--- src/rtl/edge_pkg.sv ---
// ---------------------------------------------------------------------------
// edge_pkg
// Definitions shared by the filter schedulers: the scheduler state
// enumeration, default counter widths and a saturating-increment helper.
// No ports.
// ---------------------------------------------------------------------------
package edge_pkg;

  localparam int SCHED_ROW_BITS   = 16;
  localparam int SCHED_STRIP_BITS = 12;
  localparam int SCHED_ANCHOR_W   = 32;

  typedef enum logic [2:0] {
    SCHED_IDLE    = 3'd0,
    SCHED_FETCH   = 3'd1,
    SCHED_LAUNCH  = 3'd2,
    SCHED_RUN     = 3'd3,
    SCHED_WRITE   = 3'd4,
    SCHED_ADVANCE = 3'd5,
    SCHED_FINISH  = 3'd6
  } sched_state_t;

  // Increment that sticks at all-ones instead of wrapping.
  function automatic logic [31:0] sat_inc32(input logic [31:0] v);
    return (v == 32'hFFFF_FFFF) ? v : (v + 32'd1);
  endfunction

endpackage

--- src/rtl/flex_counter.sv ---
// ---------------------------------------------------------------------------
// flex_counter
// Up-counter with a run-time rollover value: after reaching rollover_val_i,
// the next enabled count returns it to zero.
// Ports:
//   clk             in  clock
//   n_rst           in  async active-low reset
//   clear_i         in  synchronous clear to zero (wins over enable)
//   count_enable_i  in  advance the count by one
//   rollover_val_i  in  last value before wrapping to zero
//   count_out_o     out current count (registered)
//   rollover_flag_o out high while count equals rollover_val_i
// ---------------------------------------------------------------------------
module flex_counter #(
  parameter int NUM_CNT_BITS = 16
) (
  input  logic                    clk,
  input  logic                    n_rst,
  input  logic                    clear_i,
  input  logic                    count_enable_i,
  input  logic [NUM_CNT_BITS-1:0] rollover_val_i,
  output logic [NUM_CNT_BITS-1:0] count_out_o,
  output logic                    rollover_flag_o
);

  logic [NUM_CNT_BITS-1:0] count_q;
  logic [NUM_CNT_BITS-1:0] count_d;
  logic                    at_roll_s;

  assign at_roll_s = (count_q == rollover_val_i);

  // Next count: clear, wrap, step or hold.
  always_comb begin
    count_d = count_q;
    if (clear_i) begin
      count_d = '0;
    end else if (count_enable_i) begin
      if (at_roll_s) begin
        count_d = '0;
      end else begin
        count_d = count_q + NUM_CNT_BITS'(1);
      end
    end else begin
      count_d = count_q;
    end
  end

  // Count register.
  always_ff @(posedge clk or negedge n_rst) begin
    if (!n_rst) begin
      count_q <= '0;
    end else begin
      count_q <= count_d;
    end
  end

  assign count_out_o     = count_q;
  assign rollover_flag_o = at_roll_s;

endmodule

--- src/rtl/blur_scheduler.sv ---
// ---------------------------------------------------------------------------
// blur_scheduler
// Walks the 5x5 blur datapath over a frame one anchor at a time: fetch the
// input window, launch the blur, wait for completion, write the strip back,
// then step to the next row (and to the next strip after the last row).
// Optional build macro: PERF_CNT_EN adds a stall-cycle counter on perf_stall;
// without it perf_stall is constant zero.
// Ports:
//   clk, n_rst            clock, async active-low reset
//   start / abort         frame start pulse (ignored while busy) / cancel level
//   cfg_rows, cfg_strips  frame geometry, captured on an accepted start
//   fetch_req / fetch_ack window read handshake
//   anchor_moving         one-cycle launch pulse to the blur controller
//   anchor_x, anchor_y    current row / strip index, zero-extended to 32 bits
//   blur_final            blur pass complete
//   wb_req / wb_ack       write-back handshake
//   busy, done            frame in progress / one-cycle completion pulse
//   perf_stall            cycles spent waiting for fetch_ack or wb_ack
// ---------------------------------------------------------------------------
module blur_scheduler
  import edge_pkg::*;
#(
  parameter int ROW_BITS   = SCHED_ROW_BITS,
  parameter int STRIP_BITS = SCHED_STRIP_BITS
) (
  input  logic                      clk,
  input  logic                      n_rst,
  input  logic                      start,
  input  logic                      abort,
  input  logic [ROW_BITS-1:0]       cfg_rows,
  input  logic [STRIP_BITS-1:0]     cfg_strips,
  output logic                      fetch_req,
  input  logic                      fetch_ack,
  output logic                      anchor_moving,
  output logic [SCHED_ANCHOR_W-1:0] anchor_x,
  output logic [SCHED_ANCHOR_W-1:0] anchor_y,
  input  logic                      blur_final,
  output logic                      wb_req,
  input  logic                      wb_ack,
  output logic                      busy,
  output logic                      done,
  output logic [31:0]               perf_stall
);

  sched_state_t          state_q;
  logic [ROW_BITS-1:0]   rows_m1_q;
  logic [STRIP_BITS-1:0] strips_m1_q;
  logic [STRIP_BITS-1:0] y_q;
  logic                  fetch_req_q;
  logic                  wb_req_q;
  logic                  moving_q;
  logic                  busy_q;
  logic                  done_q;

  logic                  start_ok_s;
  logic                  x_en_s;
  logic                  x_wrap_s;
  logic                  last_s;
  logic [ROW_BITS-1:0]   x_cnt_s;

  // busy_q is still high in IDLE during the cycle after done, so a start there
  // is treated as arriving while busy.
  assign start_ok_s = (state_q == SCHED_IDLE) && !busy_q && start && !abort;
  assign x_en_s     = (state_q == SCHED_ADVANCE) && !abort;
  assign last_s     = x_wrap_s && (y_q == strips_m1_q);

  flex_counter #(
    .NUM_CNT_BITS (ROW_BITS)
  ) u_row_cnt (
    .clk             (clk),
    .n_rst           (n_rst),
    .clear_i         (start_ok_s),
    .count_enable_i  (x_en_s),
    .rollover_val_i  (rows_m1_q),
    .count_out_o     (x_cnt_s),
    .rollover_flag_o (x_wrap_s)
  );

  // Frame sequencer with registered handshake and status outputs.
  always_ff @(posedge clk or negedge n_rst) begin
    if (!n_rst) begin
      state_q     <= SCHED_IDLE;
      rows_m1_q   <= '0;
      strips_m1_q <= '0;
      y_q         <= '0;
      fetch_req_q <= 1'b0;
      wb_req_q    <= 1'b0;
      moving_q    <= 1'b0;
      busy_q      <= 1'b0;
      done_q      <= 1'b0;
    end else if (abort) begin
      state_q     <= SCHED_IDLE;
      fetch_req_q <= 1'b0;
      wb_req_q    <= 1'b0;
      moving_q    <= 1'b0;
      busy_q      <= 1'b0;
      done_q      <= 1'b0;
    end else begin
      moving_q <= 1'b0;
      done_q   <= 1'b0;
      case (state_q)
        SCHED_IDLE: begin
          if (busy_q) begin
            busy_q <= 1'b0;
          end else if (start) begin
            rows_m1_q   <= cfg_rows - ROW_BITS'(1);
            strips_m1_q <= cfg_strips - STRIP_BITS'(1);
            y_q         <= '0;
            busy_q      <= 1'b1;
            if ((cfg_rows == '0) || (cfg_strips == '0)) begin
              state_q <= SCHED_FINISH;
            end else begin
              state_q     <= SCHED_FETCH;
              fetch_req_q <= 1'b1;
            end
          end
        end
        SCHED_FETCH: begin
          if (fetch_ack) begin
            fetch_req_q <= 1'b0;
            moving_q    <= 1'b1;
            state_q     <= SCHED_LAUNCH;
          end
        end
        SCHED_LAUNCH: begin
          state_q <= SCHED_RUN;
        end
        SCHED_RUN: begin
          if (blur_final) begin
            wb_req_q <= 1'b1;
            state_q  <= SCHED_WRITE;
          end
        end
        SCHED_WRITE: begin
          if (wb_ack) begin
            wb_req_q <= 1'b0;
            state_q  <= SCHED_ADVANCE;
          end
        end
        SCHED_ADVANCE: begin
          // The row counter steps on this same edge; the strip index only
          // moves when the row wraps and this is not the final anchor.
          if (last_s) begin
            state_q <= SCHED_FINISH;
          end else begin
            if (x_wrap_s) begin
              y_q <= y_q + STRIP_BITS'(1);
            end
            fetch_req_q <= 1'b1;
            state_q     <= SCHED_FETCH;
          end
        end
        SCHED_FINISH: begin
          done_q  <= 1'b1;
          state_q <= SCHED_IDLE;
        end
        default: begin
          fetch_req_q <= 1'b0;
          wb_req_q    <= 1'b0;
          busy_q      <= 1'b0;
          state_q     <= SCHED_IDLE;
        end
      endcase
    end
  end

`ifdef PERF_CNT_EN
  logic [31:0] perf_q;
  logic [31:0] perf_d;

  // Stall count: reset on an accepted start, bump while a request waits.
  always_comb begin
    perf_d = perf_q;
    if (start_ok_s) begin
      perf_d = 32'd0;
    end else if (((state_q == SCHED_FETCH) && !fetch_ack) ||
                 ((state_q == SCHED_WRITE) && !wb_ack)) begin
      perf_d = sat_inc32(perf_q);
    end else begin
      perf_d = perf_q;
    end
  end

  // Stall counter register.
  always_ff @(posedge clk or negedge n_rst) begin
    if (!n_rst) begin
      perf_q <= 32'd0;
    end else begin
      perf_q <= perf_d;
    end
  end

  assign perf_stall = perf_q;
`else
  assign perf_stall = 32'd0;
`endif

  assign fetch_req     = fetch_req_q;
  assign wb_req        = wb_req_q;
  assign anchor_moving = moving_q;
  assign busy          = busy_q;
  assign done          = done_q;
  assign anchor_x      = SCHED_ANCHOR_W'(x_cnt_s);
  assign anchor_y      = SCHED_ANCHOR_W'(y_q);

endmodule

--- config.mk ---
export PLATFORM = sky130hd
export DESIGN_NAME = blur_scheduler
export DESIGN_NICKNAME = d
export VERILOG_FILES = /design/src/rtl/edge_pkg.sv /design/src/rtl/flex_counter.sv /design/src/rtl/blur_scheduler.sv
export SDC_FILE = /design/constraint.sdc
export NUM_CORES = 1
export LEC_CHECK = 0
export BUFFER_PORTS_ARGS = -buffer_cell sky130_fd_sc_hd__clkbuf_2
export CAP_MARGIN = 20
export CORE_UTILIZATION = 47
export DETAILED_ROUTE_END_ITERATION = 7
export PLACE_DENSITY = 0.87
export SETUP_SLACK_MARGIN = 0.05
export SLEW_MARGIN = 20
export SYNTH_ARGS = -nofsm -noshare
export SYNTH_HDL_FRONTEND = slang
export SYNTH_SLANG_ARGS = --single-unit
--- constraint.sdc ---
create_clock -name clk -period 1.9 [get_ports clk]
set_input_delay 0.285 -clock clk [delete_from_list [all_inputs] [get_ports clk]]
set_output_delay 0.285 -clock clk [all_outputs]
set_load 0.02 [all_outputs]
==> impl_results.md, run 1 <==
- Status: finished, violations left
- Clk_skew: 0.0126 ns
- Die area: 0.00954 mm2
- Vias in the first global route: 3,701
- Final net count: 650
- Post-Route WL: 11.2 mm
- Hold path start: abort
- Most frequent cells in the layout: 68 x conb_1, 67 x clkbuf_2, 62 x dfrtp_1
- Fraction of layout cells with a size suffix above 1: 29.3%
- Yosys warns: 0
- Worst Reg2Reg Path Length in Cells: 6
- Initial Utilization: 48.8%
- Total grt overflow: 0
- DR pass1 iterations: 8
- Hold depth: 2
- IO buf count: 67
- LEAKAGE: 2.53 nW
- Reg-to-reg setup timing slack: -0.07 ns
- Routability cong.: 0.929
- Post-synth design cell area: 0.00430 mm2
- Number of enable flip-flop cells after synthesis: 0
- Clock Path Buffers: 2
- Initial antenna violation count: 0
- Final hold vios: 0
- Most common cell after layout, fill and taps aside: conb_1
- Largest net degree at the start of global routing: 53
- Peak supply drop: 0.370 mV
- Row count: 34
- Seq/Total Area, Yosys: 37.2%
- Critical path class: reg -> reg
- Die X-Extent: 97.7 um
- Drt drc: 12
- H-tree Lvls: 3
- CP arrival: 2.21 ns
- Clk sinks: 64
- Max Clk Rate: 507 MHz
- Antenna-violating nets left: 0
- CP required: 2.13 ns
- Ports: 136
- Slew Limit Fails: 0
- Period utilization: 104%
- Place WS: -0.0979 ns
- Yosys reg bits: 64
- Crit Path Max Fanout: 10
- Async SR Flop Fraction: 100%
- Final Non-Filler Cells: 722
- # diodes: 0
- Drt initial violations: 379
- Placed Cells: 701
- FF-to-FF End: u_row_cnt.count_out_o[6]$_DFFE_PN0P_
- Num CTS Buffers: 9
- Syn_area_per_cell: 8.78 um2
- WL/cell: 15.5 um
- Syn-to-layout area delta: 23.5%
- Max-cap violations: 0
- Hold Crit Class: in -> reg
- Slew headroom: 55.9%
- Core area: 0.00881 mm2
- Die height: 97.7 um
- R2R Path Start: state_q[1]$_DFFE_PN0P_
- Slew @ Worst Pin: 0.662 ns
- CP endpoint kind: register
- Skew-Pair Late Insertion Delay: 0.35 ns
- GRT Util Overall: 23.5%
- Final worst setup slack: -0.0734 ns
- Setup crit start kind: register
- Worst Hold End: done$_DFF_PN0_
- Vias per cell: 5.43
- Tmin final: 1.97 ns
- RSZ-0062 raised after global routing: yes
- CTS tree: built
- CTS clock-pin slew for the worst setup and hold paths: 0.08 ns
- Synth Flop Type: dfrtp_1
- Failing checks: design-rule violations, negative setup slack
- CP startpoint: state_q[1]$_DFFE_PN0P_
- Hpwl dp: 7.78 mm
- Via count: 3,920
- Clock root cell: clkbuf_8
- Final Setup Violations: 25
- First-pass GRT wire length: 17.8 mm
- Post-Syn Instances: 490
- Distinct cells, synth: 47
- Pwr/cell area: 986 mW/mm2
[cell type report]
class | instances | area, um2
multi-input combinational | 402 | 2520
clock inverter | 5 | 80.1
timing repair buffer | 125 | 801
inverter | 7 | 26.3
clock buffer | 11 | 141
tap | 108 | 135
fill | 684 | 3500
sequential | 64 | 1600
[state kept, by name (all words and copies together), names as in the netlist]
name / cells
rows_m1_q: 16
u_row_cnt.count_out_o: 16
strips_m1_q: 12
y_q: 12
state_q: 3
anchor_moving: 1
busy: 1
done: 1
fetch_req: 1
wb_req: 1
[where the power goes]
group | switching (W) | internal [W] | total (W) | leakage, nW
Combinational | 0.00112 | 0.000770 | 0.00189 | 1.58
Clock | 0.000565 | 0.000773 | 0.00134 | 0.106
Sequential | 0.000311 | 0.00169 | 0.00201 | 0.842
[per-stage QoR]
step                TNS [ns]  total power, W  hold slack [ns]  cell area, um2  utilization, %
finish                 -1.12         0.00523            0.194            5310            60.3
global route           -3.11         0.00549            0.209            5310            60.3
CTS                   -0.824         0.00511            0.191            5230            59.3
detailed placement    -0.917         0.00368            0.331            4870            55.3
global placement     -0.0110         0.00359            0.328            4870            55.3
floorplan             -0.722         0.00323          -0.0106            4590               -
[Yosys cell counts (7+ instances only)]
cell type,number,share of area [%]
clkbuf_1,12,1.0
and3_1,11,1.6
buf_4,69,12
a21oi_1,13,1.5
xnor2_1,36,7.3
xor2_1,28,5.7
nand2_1,55,4.8
inv_1,7,0.61
nand3_1,16,1.9
dfrtp_1,64,37
nor2_1,40,3.5
nor4_1,13,1.9
nand4_1,11,1.6
o21ai_0,40,4.7
[repair_timing]
item | 4_1_cts | 5_1_grt
setup buffers | 2 | 1
endpoints found under the hold margin | 22 | 0
cloned | 1 | 0
resized for setup | 19 | 18
hold buffers | 1 | 0
setup endpoints to repair | 28 | 33
pin swaps | 12 | 10
[worst max path at each step]
stage | depth (start not counted) | endpoint
finish | 6 | u_row_cnt.count_out_o[6]$_DFFE_PN0P_
global route | 8 | y_q[5]$_DFFE_PN0P_
CTS | 7 | fetch_req$_DFFE_PN0P_
detailed placement | 7 | y_q[5]$_DFFE_PN0P_
global placement | 7 | fetch_req$_DFFE_PN0P_
floorplan | 8 | y_q[0]$_DFFE_PN0P_
[worst max-delay path, stage by stage, from the launching register on]
cell     delay [ns]
dfrtp_2        0.48
or3_4          0.44
o31ai_4        0.26
nand4_2        0.23
nor2_1         0.18
xnor2_1        0.16
nor2_1         0.09
[metal layers]
layer	part of all wire, %	up-vias	wire, um	track usage (%)
li1	-	1780	-	-
met1	41	1854	4590	29.9
met2	48	233	5390	39.1
met3	7.4	53	835	3.38
met4	3.5	0	394	11.7
met5	0	-	0	0
[cells by family after synthesis]
logic type / Yosys count / share of synthesized area [%]
and+or+nand+nor: 188 / 22.8
buffers and inverters: 92 / 14.3
AOI/OAI and AO/OA: 71 / 9.69
xor gates and xnor gates: 65 / 13.4
DFF: 64 / 37.2
adders and majority gates: 6 / 1.75
muxes: 3 / 0.756
other: 1 / 0.0872
Note: power is estimated with default switching activity, not from simulation.
==> run 2: changes to the inputs <==
--- a/config.mk
+++ b/config.mk
@@ -7,9 +7,9 @@
 export LEC_CHECK = 0
 export BUFFER_PORTS_ARGS = -buffer_cell sky130_fd_sc_hd__clkbuf_2
 export CAP_MARGIN = 20
-export CORE_UTILIZATION = 47
+export CORE_UTILIZATION = 52
 export DETAILED_ROUTE_END_ITERATION = 7
-export PLACE_DENSITY = 0.87
+export PLACE_DENSITY_LB_ADDON = 0.12
 export SETUP_SLACK_MARGIN = 0.05
 export SLEW_MARGIN = 20
 export SYNTH_ARGS = -nofsm -noshare
==> constraint.sdc (replaced) <==
create_clock -name clk -period 2.1 [get_ports clk]
set_input_delay 0.315 -clock clk [delete_from_list [all_inputs] [get_ports clk]]
set_output_delay 0.315 -clock clk [all_outputs]
set_load 0.02 [all_outputs]
==> run 2 against run 1 <==
Net effect: the run now ends clean; combinational power decreased by 20%; cell count decreased by 3.7%; critical path depth unchanged; non-clock buffer count decreased by 20; fmax decreased by 0.59%; cell area decreased by 5.9%; worst setup slack improved by 0.19 ns; routed wire length decreased by 14%; register-to-register slack improved by 0.19 ns; die area decreased by 9.4%; largest power group unchanged; highest routed layer unchanged; hold slack improved by 0.017 ns.
==> impl_results.md, run 2 (synthesis gave the netlist of run 1 again) <==
- Period utilization: 94.5% (-9.3 points)
- Clk_skew: 0.00829 ns (-0.00431 ns)
- CP arrival: 2.21 ns (about the same)
- Hold Crit Class: in -> reg
- Internal: 0.00286 W (-12%)
- Die X-Extent: 92.9 um (-4.8%)
- CTS tree: built
- Skew-Pair Late Insertion Delay: 0.34 ns (about the same)
- Status: completed
- Met3 Usage GRT: 5.17% (+1.8 points)
- Vias per cell: 5.14 (-5.3%)
- RSZ-0062 raised after global routing: yes
- Num CTS Buffers: 9 (unchanged)
- Fraction of layout cells with a size suffix above 1: 23.3% (-6.0 points)
- Die area: 0.00864 mm2 (-9.4%)
- CP required: 2.32 ns (+0.19 ns)
- Die height: 92.9 um (-4.8%)
- H-tree Lvls: 3 (unchanged)
- IO buf count: 67 (unchanged)
- Row count: 32 (-5.9%)
- Reg-to-reg setup timing slack: 0.11 ns (+0.19 ns)
- Sw Ratio: 36.6% (-1.5 points)
- Drt initial violations: 193 (-49%)
- R2R Path Start: state_q[0]$_DFFE_PN0P_
- CTS clock-pin slew for the worst setup and hold paths: 0.07 ns (about the same)
- First-pass GRT wire length: 15.5 mm (-13%)
- Initial Utilization: 54.8% (+6.0 points)
- Final net count: 629 (-3.2%)
- Initial antenna violation count: 0 (unchanged)
- Ports: 136 (unchanged)
- Clock Path Buffers: 2 (unchanged)
- GRT Util Overall: 22.9% (-0.63 points)
- P_sw: 0.00165 W (-17%)
- Antenna-violating nets left: 0 (unchanged)
- Seq pwr share: 40.1% (+1.8 points)
- Worst hold slack: 0.211 ns (+0.0169 ns)
- Syn-to-layout area delta: 16.2%
- # diodes: 0 (unchanged)
- CP endpoint kind: register
- Core area: 0.00785 mm2 (-11%)
- Routability cong.: 0.833 (-10%)
- Worst Reg2Reg Path Length in Cells: 6 (unchanged)
- Hpwl dp: 7.17 mm (-7.9%)
- Post-placement cell area: 0.00472 mm2 (-3.2%)
- Max Clk Rate: 504 MHz (-0.59%)
- Max-cap violations: 0 (unchanged)
- Drt drc: 0 (-12)
- Global route hottest layer: met2
- Clock root cell: clkbuf_8
- Largest net degree at the start of global routing: 65 (+23%)
- Final hold vios: 0 (unchanged)
- Setup TNS Final: 0 ns (+1.12 ns)
- Setup crit start kind: register
- Peak supply drop: 0.401 mV (+8.5%)
- Vias in the first global route: 3,263 (-12%)
- Filler instances: 725 (+6.0%)
- CP Capture Point: u_row_cnt.count_out_o[14]$_DFFE_PN0P_
- Most common cell after layout, fill and taps aside: conb_1
- Clk sinks: 64 (unchanged)
- LEAKAGE: 2.40 nW (-4.9%)
- Met2 Use GR: 33.5% (-5.6 points)
- WL/cell: 13.8 um (-11%)
- Tmin final: 1.99 ns (+0.0117 ns)
- Final Setup Violations: 0 (-100%)
- Final instance area: 0.00500 mm2 (-5.9%)
- Most frequent cells in the layout: 68 x conb_1, 67 x clkbuf_2, 63 x dfrtp_1
- CP startpoint: state_q[0]$_DFFE_PN0P_
- DR pass1 iterations: 4 (-4)
- FF-to-FF End: u_row_cnt.count_out_o[14]$_DFFE_PN0P_
- Total grt overflow: 0 (unchanged)
- Met1 Resource Use GR: 32.8% (+2.9 points)
- Post-Route WL: 9.59 mm (-14%)
- Critical path class: reg -> reg
- Comb power frac: 33.6% (-2.5 points)
- Slew Limit Fails: 0 (unchanged)
- Pwr/cell area: 904 mW/mm2 (-8.3%)
- Clk network pwr share: 26.4% (+0.8 points)
- Crit Path Max Fanout: 6 (-4)
- Via count: 3,573 (-8.9%)
## run 2: changes by cell type in the layout (fill, tap and decap cells not counted), moves of 4 or more
cell	before	now
o21ai_0	36	40
a21oi_2	4	0
nor4_2	4	0
nor4_1	9	13
o21ai_1	4	0
a21oi_1	8	13
buf_4	52	34
## run 2: through the flow
step	total power, W	cells	setup slack, ns	util, %
floorplan	0.00292	557	0.0489	-
global placement	0.00326	675	0.0747	60.1
detailed placement	0.00331	675	0.0705	60.1
CTS	0.00450	692	0.0669	63.1
global route	0.00478	695	0.00153	63.7
finish	0.00452	695	0.115	63.7
## run 2: layout make-up
type / instances / area [um2] / share of cell area [%]
multi-input combinational: 401 / 2380 / 47.6
sequential: 64 / 1600 / 32.1
timing repair buffer: 105 / 643 / 12.9
clock buffer: 11 / 141 / 2.83
tap: 102 / 128 / 2.55
clock inverter: 5 / 80.1 / 1.60
inverter: 7 / 26.3 / 0.526
## run 2: worst max-delay path: stages (launching register included)
cell and delay (ns):
dfrtp_1 0.46, or3_1 0.47, o31ai_4 0.29, nand4_2 0.23, nor3_2 0.21, xnor2_1 0.16
nor2_1 0.05
## run 2: layer usage
layer | vias to the layer above | share of wire, %
met5 | - | 0
met4 | 0 | 1.9
met3 | 15 | 6.5
met2 | 154 | 44
met1 | 1669 | 47
li1 | 1735 | -
## run 2: power by group through the flow
stage,Sequential (W),Clock [W],Combinational (W)
floorplan,0.00177,0,0.00115
global placement,0.00181,0,0.00145
detailed placement,0.00182,0,0.00148
CTS,0.00180,0.00121,0.00149
global route,0.00184,0.00126,0.00169
finish,0.00181,0.00119,0.00152
## run 2: how the worst min path moves through the flow
stage / end / slack (ns) / from / depth (start not counted)
global route: rows_m1_q[0]$_DFFE_PN0P_ / 0.21 / cfg_rows[0] / 2
CTS: strips_m1_q[0]$_DFFE_PN0P_ / 0.20 / cfg_strips[0] / 2
finish: strips_m1_q[0]$_DFFE_PN0P_ / 0.21 / cfg_strips[0] / 2
global placement: u_row_cnt.count_out_o[9]$_DFFE_PN0P_ / 0.36 / n_rst / 2
floorplan: anchor_moving$_DFF_PN0_ / 0.02 / n_rst / 0
detailed placement: done$_DFF_PN0_ / 0.36 / n_rst / 2
## run 2: repair_timing
action	in CTS	in global routing
hold buffers	1	0
resized for setup	1	4
hold endpoints to repair	6	0
buffers inserted	0	3
endpoints found under the setup margin	1	23
pin swaps	0	2
cloned	0	0
==> run 3: changes to the inputs <==
--- a/config.mk
+++ b/config.mk
@@ -5,6 +5,7 @@
 export SDC_FILE = /design/constraint.sdc
 export NUM_CORES = 1
 export LEC_CHECK = 0
+export ABC_AREA = 1
 export BUFFER_PORTS_ARGS = -buffer_cell sky130_fd_sc_hd__clkbuf_2
 export CAP_MARGIN = 20
 export CORE_UTILIZATION = 52
==> run 3 against run 2 <==
Net effect: die area is 3.4% higher; hold slack got worse by 0.032 ns; highest routed layer unchanged; synthesized cell count increased by 24%; register-to-register slack improved by 0.10 ns; total power is 14% higher; fmax rose by 5.3%; critical endpoint is now u_row_cnt.count_out_o[7]$_DFFE_PN0P_.
==> impl_results.md, run 3 <==
- Status: completed
- Skew-Pair Late Insertion Delay: 0.35 ns (about the same)
- First-pass GRT wire length: 15.8 mm (+2.1%)
- Max-cap violations: 0 (unchanged)
- Die height: 94.5 um (+1.7%)
- Hpwl dp: 7.50 mm (+4.7%)
- Final Setup Violations: 0 (unchanged)
- Compound-Gate Fraction of Synth Area: 8.49% (-1.2 points)
- Ports: 136 (unchanged)
- Crit Path Max Fanout: 10 (+4)
- Post-Route WL: 9.82 mm (+2.3%)
- Core area: 0.00826 mm2 (+5.2%)
- Most common cell in the netlist: nand2_1
- Seq/Total Area, Yosys: 36.0% (-1.3 points)
- Drt initial violations: 142 (-26%)
- Hold Crit Class: in -> reg
- CP max-delay cell: dfrtp_1
- Synth top area share: 36.0% (-1.3 points)
- Clock Path Buffers: 2 (unchanged)
- Synth Flop Type: dfrtp_1
- Number of enable flip-flop cells after synthesis: 0 (unchanged)
- Final hold vios: 0 (unchanged)
- Cell type with the largest total area after synthesis: dfrtp_1
- Clk_skew: 0.0113 ns (+0.00302 ns)
- Yosys warns: 0 (unchanged)
- Initial antenna violation count: 0 (unchanged)
- Initial Utilization: 53.9% (-0.91 points)
- Period utilization: 89.7% (-4.8 points)
- Clock root cell: clkbuf_8
- Syn-to-layout area delta: 11.6%
- Post-Syn Instances: 607 (+24%)
- Vias in the first global route: 3,548 (+8.7%)
- Die X-Extent: 94.5 um (+1.7%)
- Syn_area_per_cell: 7.33 um2 (-16%)
- Drt drc: 0 (unchanged)
- Largest net degree at the start of global routing: 65 (unchanged)
- IO buf count: 67 (unchanged)
- Peak supply drop: 0.563 mV (+40%)
- Die area: 0.00893 mm2 (+3.4%)
- Fraction of layout cells with a size suffix above 1: 17.0% (-6.2 points)
- Row count: 33 (+3.1%)
- Setup crit start kind: register
- Pwr/cell area: 1030 mW/mm2 (+14%)
- CP arrival: 2.12 ns (-0.09 ns)
- Crit path buf inv count: 5 (+5)
- WL/cell: 12.3 um (-11%)
- CP required: 2.34 ns (+0.02 ns)
- Simple-Gate Fraction of Synth Area: 27.3% (+4.6 points)
- Crit path cell chain: inv_1, buf_4, nor3_4, inv_2, o21ai_2, buf_6, inv_4, nor2_2, nand3b_1, o21ai_0, a21oi_1
- Synth top area cells: dfrtp_1 36%, nand2_1 13%, buf_4 12%, nor2_1 5.8%, xnor2_1 5.3%
- Vias per cell: 4.77 (-7.1%)
- Post-synth design cell area: 0.00445 mm2 (+3.5%)
- Most common cell after layout, fill and taps aside: nand2_1
- Num CTS Buffers: 9 (unchanged)
- RSZ-0062 raised after global routing: no
- Power Total: 0.00513 W (+14%)
- Adder-Cell Fraction of Synth Area: 1.69% (-0.059 points)
- Critical path class: reg -> reg
- Commonest cells post-synth: 151 x nand2_1, 69 x buf_4, 69 x nor2_1
- Setup TNS Final: 0 ns (unchanged)
- Max Clk Rate: 531 MHz (+5.3%)
- Slew Limit Fails: 0 (unchanged)
- Tmin final: 1.88 ns (-0.101 ns)
- Routability cong.: 0.891 (+6.9%)
- CTS tree: built
- H-tree Lvls: 3 (unchanged)
- Largest family of logic cells by synthesized area: simple AND/OR/NAND/NOR gates
- CP endpoint kind: register
- LEAKAGE: 2.55 nW (+5.9%)
- Clk sinks: 64 (unchanged)
- Final net count: 729 (+16%)
- GRT Util Overall: 23.0% (+0.11 points)
- CTS clock-pin slew for the worst setup and hold paths: 0.07 ns (about the same)
- Yosys reg bits: 64 (unchanged)
- CP peak stage delay: 0.41 ns (-0.06 ns)
- Xor/xnor share of the synthesized area: 8.46% (-5.0 points)
- CP delay by family, top: buffers and inverters
- Post-synthesis mux area share: 0% (-0.76 points)
- DR pass1 iterations: 4 (unchanged)
- Total grt overflow: 0 (unchanged)
- Antenna-violating nets left: 0 (unchanged)
- Most frequent cells in the layout: 151 x nand2_1, 68 x nor2_1, 68 x conb_1
- # diodes: 0 (unchanged)
- Distinct cells, synth: 39 (-17%)
- Async SR Flop Fraction: 100% (unchanged)
- Via count: 3,810 (+6.6%)
-- run 3: changes by cell type in the layout (fill, tap and decap cells not counted), moves of 7 or more --
cell | before | now
nand2_1 | 54 | 151
inv_1 | 7 | 58
nor2_1 | 40 | 68
buf_4 | 34 | 9
xor2_1 | 28 | 16
nor4_1 | 13 | 2
and3_1 | 11 | 2
nand3_1 | 15 | 22
xnor2_1 | 34 | 27
-- run 3: worst paths after layout --
path / start / to / slack, ns / cells past startpoint
max: state_q[2]$_DFFE_PN0P_ / u_row_cnt.count_out_o[7]$_DFFE_PN0P_ / 0.22 / 11
min: cfg_strips[0] / strips_m1_q[0]$_DFFE_PN0P_ / 0.18 / 2
max reg2reg: state_q[2]$_DFFE_PN0P_ / u_row_cnt.count_out_o[7]$_DFFE_PN0P_ / 0.22 / 11
min reg2reg: rows_m1_q[2]$_DFFE_PN0P_ / rows_m1_q[2]$_DFFE_PN0P_ / 0.51 / 2
max in group asynchronous: n_rst / state_q[0]$_DFFE_PN0P_ / 1.25 / 3
min in group asynchronous: n_rst / u_row_cnt.count_out_o[2]$_DFFE_PN0P_ / 0.52 / 3
-- run 3: what timing repair did --
item	in CTS	in global routing
gates resized for setup	0	9
setup endpoints to repair	0	18
setup buffers	0	3
hold buffers	1	0
hold endpoints to repair	35	0
-- run 3: cells by family after synthesis --
kind of cell	after synthesis
compound gates	69
xor+xnor	43
fa+ha+maj	6
buf+inv	141
flops	64
other cells	1
simple gates	283
-- run 3: where the power goes --
group	switching, W	leakage [nW]	internal [W]	total [W]
combinational	0.00124	1.63	0.000751	0.00199
clock	0.000472	0.103	0.000610	0.00108
sequential	0.000407	0.818	0.00165	0.00206
total	0.00212	2.55	0.00302	0.00513
-- run 3: metrics by stage --
stage                     setup slack (ns)  instance area, um2  std cells  util [%]  hold slack (ns)
after floorplan                      0.313                4700        674         -           0.0194
after global placement               0.167                4690        778      56.8            0.365
after detailed placement             0.117                4690        778      56.8            0.363
after CTS                           0.0937                4900        795      59.3            0.165
after global routing                0.0545                4970        798      60.1            0.184
final                                0.215                4970        798      60.1            0.180
-- run 3: cell type report --
cell class                 count  area (um2)
clock buffer                  13         159
clock inverter                 3        40.0
fill                         795        3290
inverter                      64         243
multi-input combinational    469        2320
sequential                    64        1610
tap                          105         131
timing repair buffer          80         464
-- run 3: per-layer routing --
metal / part of all wire [%] / vias up / track usage [%]
met5: 0 / - / 0
met2: 50 / 91 / 39.8
li1: - / 1942 / -
met1: 45 / 1771 / 28.3
met3: 4.4 / 6 / 5.39
met4: 0.81 / 0 / 7.07
